## src/rtl/run_sequencer.sv

```systemverilog
// run_sequencer: loads IM/DM from a host stream, runs the core under a
// watchdog, then streams the DM result region back to the host.
module run_sequencer #(
  parameter int ADDR_W    = 8,
  parameter int DATA_W    = 8,
  parameter int TIMEOUT_W = 16
) (
  input  logic              clk,
  input  logic              rst,
  input  logic              start,
  input  logic [ADDR_W-1:0] im_len,
  input  logic [ADDR_W-1:0] dm_len,
  input  logic [ADDR_W-1:0] res_base,
  input  logic [ADDR_W-1:0] res_len,
  input  logic [DATA_W-1:0] rx_data,
  input  logic              rx_valid,
  output logic              rx_ready,
  output logic [DATA_W-1:0] tx_data,
  output logic              tx_valid,
  input  logic              tx_ready,
  output logic              core_rst,
  input  logic              end_op,
  input  logic [ADDR_W-1:0] core_addr,
  input  logic [DATA_W-1:0] core_wdata,
  input  logic              core_dm_wr,
  output logic [ADDR_W-1:0] mem_addr,
  output logic [DATA_W-1:0] mem_wdata,
  output logic              im_wr,
  output logic              dm_wr,
  input  logic [DATA_W-1:0] dm_rdata,
  output logic              busy,
  output logic              done,
  output logic              err
);

  typedef enum logic [2:0] {
    IDLE, LOAD_IM, LOAD_DM, RUN, RD, TX, DONE
  } state_t;

  localparam logic [ADDR_W-1:0]    AONE = ADDR_W'(1);
  localparam logic [TIMEOUT_W-1:0] TONE = TIMEOUT_W'(1);

  state_t state, state_d;

  logic [ADDR_W-1:0]    im_len_q, dm_len_q;
  logic [ADDR_W-1:0]    res_base_q, res_len_q;
  logic [ADDR_W-1:0]    cnt, idx;
  logic [TIMEOUT_W-1:0] wd;
  logic [DATA_W-1:0]    tx_q;
  logic                 tx_first;
  logic                 err_q;
  logic                 rx_take, tx_take, wd_hit;

  assign rx_take = rx_valid & rx_ready;
  assign tx_take = tx_valid & tx_ready;
  assign wd_hit  = &wd;
  assign err     = err_q;

  // Read data arrives during the first TX cycle; held in tx_q afterwards.
  assign tx_data = (state == TX && tx_first) ? dm_rdata : tx_q;

  always_ff @(posedge clk or posedge rst) begin
    if (rst) state <= IDLE;
    else     state <= state_d;
  end

  always_comb begin
    state_d   = state;
    rx_ready  = 1'b0;
    tx_valid  = 1'b0;
    core_rst  = 1'b1;
    mem_addr  = '0;
    mem_wdata = '0;
    im_wr     = 1'b0;
    dm_wr     = 1'b0;
    busy      = 1'b1;
    done      = 1'b0;
    unique case (state)
      IDLE: begin
        busy = 1'b0;
        if (start) begin
          if (im_len != '0)      state_d = LOAD_IM;
          else if (dm_len != '0) state_d = LOAD_DM;
          else                   state_d = RUN;
        end
      end
      LOAD_IM: begin
        rx_ready  = 1'b1;
        mem_addr  = cnt;
        mem_wdata = rx_data;
        im_wr     = rx_valid;
        if (rx_take && cnt == im_len_q - AONE)
          state_d = (dm_len_q != '0) ? LOAD_DM : RUN;
      end
      LOAD_DM: begin
        rx_ready  = 1'b1;
        mem_addr  = cnt;
        mem_wdata = rx_data;
        dm_wr     = rx_valid;
        if (rx_take && cnt == dm_len_q - AONE)
          state_d = RUN;
      end
      RUN: begin
        core_rst  = 1'b0;
        mem_addr  = core_addr;
        mem_wdata = core_wdata;
        dm_wr     = core_dm_wr;
        if (end_op)
          state_d = (res_len_q != '0) ? RD : DONE;
        else if (wd_hit)
          state_d = DONE;
      end
      RD: begin
        mem_addr = res_base_q + idx;
        state_d  = TX;
      end
      TX: begin
        mem_addr = res_base_q + idx;
        tx_valid = 1'b1;
        if (tx_take)
          state_d = (idx == res_len_q - AONE) ? DONE : RD;
      end
      DONE: begin
        done    = 1'b1;
        state_d = IDLE;
      end
      default: state_d = IDLE;
    endcase
  end

  always_ff @(posedge clk or posedge rst) begin
    if (rst) begin
      im_len_q   <= '0;
      dm_len_q   <= '0;
      res_base_q <= '0;
      res_len_q  <= '0;
      cnt        <= '0;
      idx        <= '0;
      wd         <= '0;
      tx_q       <= '0;
      tx_first   <= 1'b0;
      err_q      <= 1'b0;
    end else begin
      if (state == IDLE && start) begin
        im_len_q   <= im_len;
        dm_len_q   <= dm_len;
        res_base_q <= res_base;
        res_len_q  <= res_len;
        err_q      <= 1'b0;
      end
      if ((state == LOAD_IM || state == LOAD_DM) && rx_take)
        cnt <= (state_d != state) ? '0 : cnt + AONE;
      // wd counts RUN cycles 1-based so all-ones marks the last allowed one
      if (state_d == RUN && state != RUN) wd <= TONE;
      else if (state == RUN)              wd <= wd + TONE;
      if (state == RUN && !end_op && wd_hit)
        err_q <= 1'b1;
      if (state == RUN)
        idx <= '0;
      else if (state == TX && tx_take)
        idx <= idx + AONE;
      tx_first <= (state == RD);
      if (state == TX && tx_first)
        tx_q <= dm_rdata;
    end
  end

endmodule
```

## config.mk

```make
export PLATFORM = sky130hd
export DESIGN_NAME = run_sequencer
export DESIGN_NICKNAME = d
export VERILOG_FILES = /design/src/rtl/run_sequencer.sv
export SDC_FILE = /design/constraint.sdc
export NUM_CORES = 1
export LEC_CHECK = 0
export ABC_CLOCK_PERIOD_IN_PS = 3500
export BUFFER_PORTS_ARGS = -buffer_cell sky130_fd_sc_hd__buf_4
export CELL_PAD_IN_SITES_DETAIL_PLACEMENT = 2
export CELL_PAD_IN_SITES_GLOBAL_PLACEMENT = 2
export CORE_UTILIZATION = 33
export DETAILED_ROUTE_END_ITERATION = 16
export GPL_ROUTABILITY_DRIVEN = 1
export GPL_TIMING_DRIVEN = 0
export PLACE_DENSITY_LB_ADDON = 0.1
export SYNTH_ARGS = -nofsm -noshare
export SYNTH_HDL_FRONTEND = slang
export SYNTH_SLANG_ARGS = --single-unit
export TNS_END_PERCENT = 50
```

## constraint.sdc

```tcl
create_clock -name clk -period 3.5 [get_ports clk]
set_clock_uncertainty 0.2 [all_clocks]
set_input_delay 0.875 -clock clk [delete_from_list [all_inputs] [get_ports clk]]
set_output_delay 0.875 -clock clk [all_outputs]
set_load 0.05 [all_outputs]
```

# [After elaboration in Yosys (flattened, before gate mapping)]
# Index checks and enable logic that the tools add are counted.
[totals] register_bits=77 out_inout_bits=32 elab_cells=83
[classes] addsub=7 n_eq_ne=12 muxes=29 bitwise=2 n_reduce_logical=22
[ops] op="two-way mux 16 bit" n=2
[ops] op="two-way mux 8 bit" n=4
[ops] op="nonzero test 8 bit" n=4
[ops] op="== test 8 bit" n=3
[ops] op="one-hot mux 8 bit (3 select lines)" n=1
[ops] op="subtractor 8 x 1 -> 8 bit, second input constant" n=3
[ops] op="two-way mux 3 bit" n=6
[ops] op="one-hot mux 3 bit (6 select lines)" n=1
[ops] op="adder 16 x 1 -> 16 bit, second input constant" n=1
[ops] op="adder 8 x 1 -> 8 bit, second input constant" n=2
[ops] op="one-hot mux 8 bit (2 select lines)" n=1
[ops] op="AND reduction 16 bit" n=1
[ops] op="two-way mux 1 bit" n=10
[ops] op="== test 3 x 2 -> 1 bit, second input constant" n=3
[ops] op="== test 3 bit, second input constant" n=3
[ops] op="logical AND 1 bit" n=9
[ops] op="adder 8 bit" n=1
[ops] op="two-way mux 2 bit" n=3
[ops] op="nonzero test 2 bit" n=3
[ops] op="OR reduction 2 bit" n=2
[ops] op="== test 3 x 1 -> 1 bit, second input constant" n=1
[ops] op="zero test 3 bit" n=1
[ops] op="inequality test 3 x 2 -> 1 bit, second input constant" n=1
[ops] op="inequality test 3 bit" n=1
[ops] op="other kinds (4)" n=5

# [Longest topological paths before layout]
[depth] word_depth=10 depth_mapped=11 depth_no_buf=10

# [Worst setup path before layout]
# OpenSTA, ideal clock, no wires.
[synth_path] path_kind="flip-flop to output port" start="register idx[1]" end="output mem_addr[7]" arrival_time_ns=2.672 required_time_ns=2.425 slack_ns=-0.247 path_stages_with_launch=9 cell_sequence="dfrtp_1 ha_1 a21o_1 a21oi_1 o21bai_1 a21oi_1 o21ai_0 xnor2_1 o21ai_0"
[synth_between] elab_chain_cells=2
[synth_lines] element="from (decl)" line_no="47" source="logic [ADDR_W-1:0] cnt, idx;"
[synth_lines] element="from (signal assigned)" line_no="161" source="idx <= idx + AONE;"
[synth_lines] element="adder 8 bit" line_no="114, 118"
[synth_lines] element="one-hot mux 8 bit (3 select lines)" line_no="78" source="unique case (state)"
[synth_lines] element="to (decl)" line_no="26" source="output logic [ADDR_W-1:0] mem_addr,"
# Every way passes these cells.

# [Final worst setup path]
[layout_path] start="register res_base_q[1]" end="output mem_addr[5]"
[layout_between] elab_chain_cells=2
[layout_lines] element="from (decl)" line_no="46" source="logic [ADDR_W-1:0] res_base_q, res_len_q;"
[layout_lines] element="from (signal assigned)" line_no="147" source="res_base_q <= res_base;"
[layout_lines] element="adder 8 bit" line_no="114, 118"
[layout_lines] element="one-hot mux 8 bit (3 select lines)" line_no="78"
# Every way passes these cells.

==> metrics.cfg <==
[setup_path]
critical_path_class=reg2out
r2r_end=wd[0]
crit_fanout=3
worstPathArrival_ps=2400
end_kind=primary output
start_kind=register
r2r_start=im_len_q[1]
r2r_cells=13
r2r_setup_slack_ps=110
worstPathRequired_ps=2420

[timing]
period_minus_slack_ps=3470
finalCritPeriodShare=0.993
maxSlewViolCount=0
hold_viol=0
setup-tns-final_ps=0
worstMarginPinSlew_ps=754
rsz0062_at_grt=yes
setup_viol=0
fmax_mhz=288
max_slew_margin=0.493

[die]
die_x_um=124
num_rows=44
die_area_um2=15300
fp.dieH_um=124
initial_core_util=0.338
io_pins=103
core_area_um2=14500

[power]
internal-power_mw=3.21
power_leakage_nw=2.97
power.density_nw_per_um2=990
sw_frac_of_total=0.495
pwr-share-comb=0.591
ir_drop_mv=0.344
power_switching_mw=3.15
power_frac_seq=0.253
power.share.clock=0.157

[routing]
via_count=4677
routed_wl_um=17000
drt_iter0_drc=138
dr.pass1.iters=4
drtAntennaViolNets=0
post_drt_wl_per_cell_um=19.5
drc=0
vias_per_cell=5.38

[global_routing]
grt_first_pass_wirelength_um=26700
gr-total-overflow=0
grt_usage=0.231
grt_max_degree=59
grt_pass1_vias=5173
antenna_found_initial=0

[outcome]
status=complete, no violations

[clock_network]
path_clk_slew_ps=70
clk_path_buf_depth=2
clk_latency_ps=350
cts_tree=built
cts_buffers=9
htreeDepth=3
hold_buffers=0
root_buffer=clkbuf_16
clock_sinks=77

[cells_and_area]
finalInstanceArea_um2=6430
fin_nets=766
stdcell_count=870
synthToLayoutAreaGrowth_pct=31.6
antennaDiodeCount=0
fill_cells=1613
post_route_cells_drive_above_1_share=0.281

[synthesis]
synthDistinctLibCells=61
yosysSeqAreaShare=0.394
yosys.area_share.simple=0.254
yosys_warnings=0
synth_edf_count=0
synth_mux_area_frac=0.0525
yosys_register_bits=77
synth_compound_gate_area_share=0.150
synth_fp_nets=642
synth.cell_area_um2=4890
async_flop_share=1.00
synth_xor_area_frac=0.0735
synthFlopType=dfrtp_1
syn_avg_cell_area_um2=8.77
syn_inst=557
synth_fa_ha_area_frac=0.0374
synth_top_family_by_area=simple AND/OR/NAND/NOR gates

[run]
drv_cap=0

[place]
portBuffers=102
dpl_cell_area_um2=5910
gp_congestion=0.843
dp.cells=844
place_hpwl_um=12800

[worst_hold_path]
hold_path.class=in2async

worst max-delay path by stage:
stage,start,to,slack (ps),cells past startpoint
floorplan,idx[0],mem_addr[6],-40,8
global placement,rst,res_base_q[6],-720,2
detailed placement,im_len[0],cnt[6],-310,10
CTS,res_base_q[0],mem_addr[6],-80,9
global route,res_base_q[0],mem_addr[6],-70,9
finish,res_base_q[1],mem_addr[5],30,9
logic make-up after synthesis:
logic type      count (synthesis)
xor+xnor                       41
flops                          77
fa+ha+maj                      14
buf+inv                        47
compound gates                107
mux                            23
simple gates                  248
stage by stage:
step / util / setup WS [ps] / total power, mW / hold WS [ps]
3_5_place_dp: 0.408 / -309 / 5.13 / 288
2_1_floorplan: - / -38.1 / 4.04 / 265
5_1_grt: 0.444 / -67.8 / 6.77 / 285
3_3_place_gp: 0.406 / -724 / 4.94 / 279
4_1_cts: 0.440 / -82.3 / 6.31 / 274
6_report: 0.444 / 25.3 / 6.36 / 270
cell type report:
| cell class | instances | area (um^2) | share of cell area |
|---|---|---|---|
| timing repair buffer | 114 | 896 | 0.139 |
| inverter | 18 | 70.1 | 0.0109 |
| clock inverter | 7 | 82.6 | 0.0128 |
| multi-input combinational | 434 | 2880 | 0.448 |
| buffer | 27 | 116 | 0.0181 |
| clock buffer | 9 | 225 | 0.0350 |
| sequential | 77 | 1930 | 0.300 |
| tap | 184 | 230 | 0.0358 |
timing repair:
item                                    in CTS  in global routing
cloned                                       1                  0
pin swaps                                    8                 11
gates resized for setup                     21                 11
buffers inserted                             7                  4
endpoints found under the setup margin      40                 40
synth_stat cells (2+ instances only):
master     instances  area (um^2)
o21bai_1           2         15.0
clkbuf_1          26         97.6
nor3b_1            2         15.0
a22o_1             9         78.8
or4_1              5         37.5
a21oi_1           16         80.1
a22oi_1            8         60.1
nor4_1             9         56.3
nand2_1           99          372
o22ai_1            9         56.3
o21ai_1            2         10.0
xor2_1            23          201
mux2_2            21          236
nand3_1           20          100
or3_1              6         37.5
o2111ai_1          2         17.5
o211ai_1           3         22.5
nor2_1            29          109
xnor2_1           18          158
and2_1            12         75.1
inv_1             18         67.6
a21o_1            12         90.1
nand2b_1           4         25.0
nor3_1            16         80.1
o21ai_0           24          120
nor4b_1            4         35.0
ha_1              13          163
mux2i_1            2         20.0
nand3b_1           6         45.0
or3b_2             4         35.0
or2_2              5         31.3
a31oi_1            3         18.8
dfrtp_1           77         1930
and3_1             6         37.5
a211oi_1           4         30.0
nand4_1            8         50.1
nor2b_1            6         37.5
worst max-delay path, cell delays in order (launching register included):
cell      delay, ps
dfrtp_1         430
ha_1            310
a21o_1          180
a21oi_2         140
o21bai_1        100
a21oi_2         190
buf_4           130
xor2_1          210
o22ai_1         140
buf_4           220
power by group through the flow:
| stage | sequential, mW | clock [mW] | combinational [mW] |
|---|---|---|---|
| finish | 1.61 | 0.996 | 3.76 |
| detailed placement | 1.61 | 0 | 3.52 |
| global route | 1.66 | 1.06 | 4.05 |
| floorplan | 1.47 | 0 | 2.56 |
| CTS | 1.59 | 1.02 | 3.71 |
| global placement | 1.58 | 0 | 3.36 |
state kept, by name (all words and copies together) (netlist names):
signal,flops
cnt,8
dm_len_q,8
err,1
idx,8
im_len_q,8
res_base_q,8
res_len_q,8
state,3
tx_first,1
tx_q,8
wd,16
layer usage:
metal / global-route usage / part of all wire / vias up
li1: - / - / 2222
met2: 0.437 / 0.53 / 82
met3: 0.0385 / 0.030 / 19
met5: 0 / 0 / -
met1: 0.264 / 0.42 / 2354
met4: 0.0655 / 0.015 / 0
cells in the final DEF (no fill, tap or decap), types with 5 or more instances in the layout:
cell type    n
a21oi_1     12
or3_1        6
dfrtp_1     75
inv_1       15
nor4_1       7
xnor2_1     18
a22o_1       9
nor2_1      29
xor2_1      22
a21o_1      12
nand3b_1     6
nor3_1      15
or4_1        5
nand2_1     99
o21ai_0     22
mux2_2      21
nor2b_1      5
o22ai_1      9
and3_1       6
clkbuf_16    9
buf_4      110
nand3_1     20
clkbuf_1    20
a22oi_1      8
ha_1        11
and2_1      12
nand4_1      8
or2_2        5
Power figures use the tool's default switching activity.
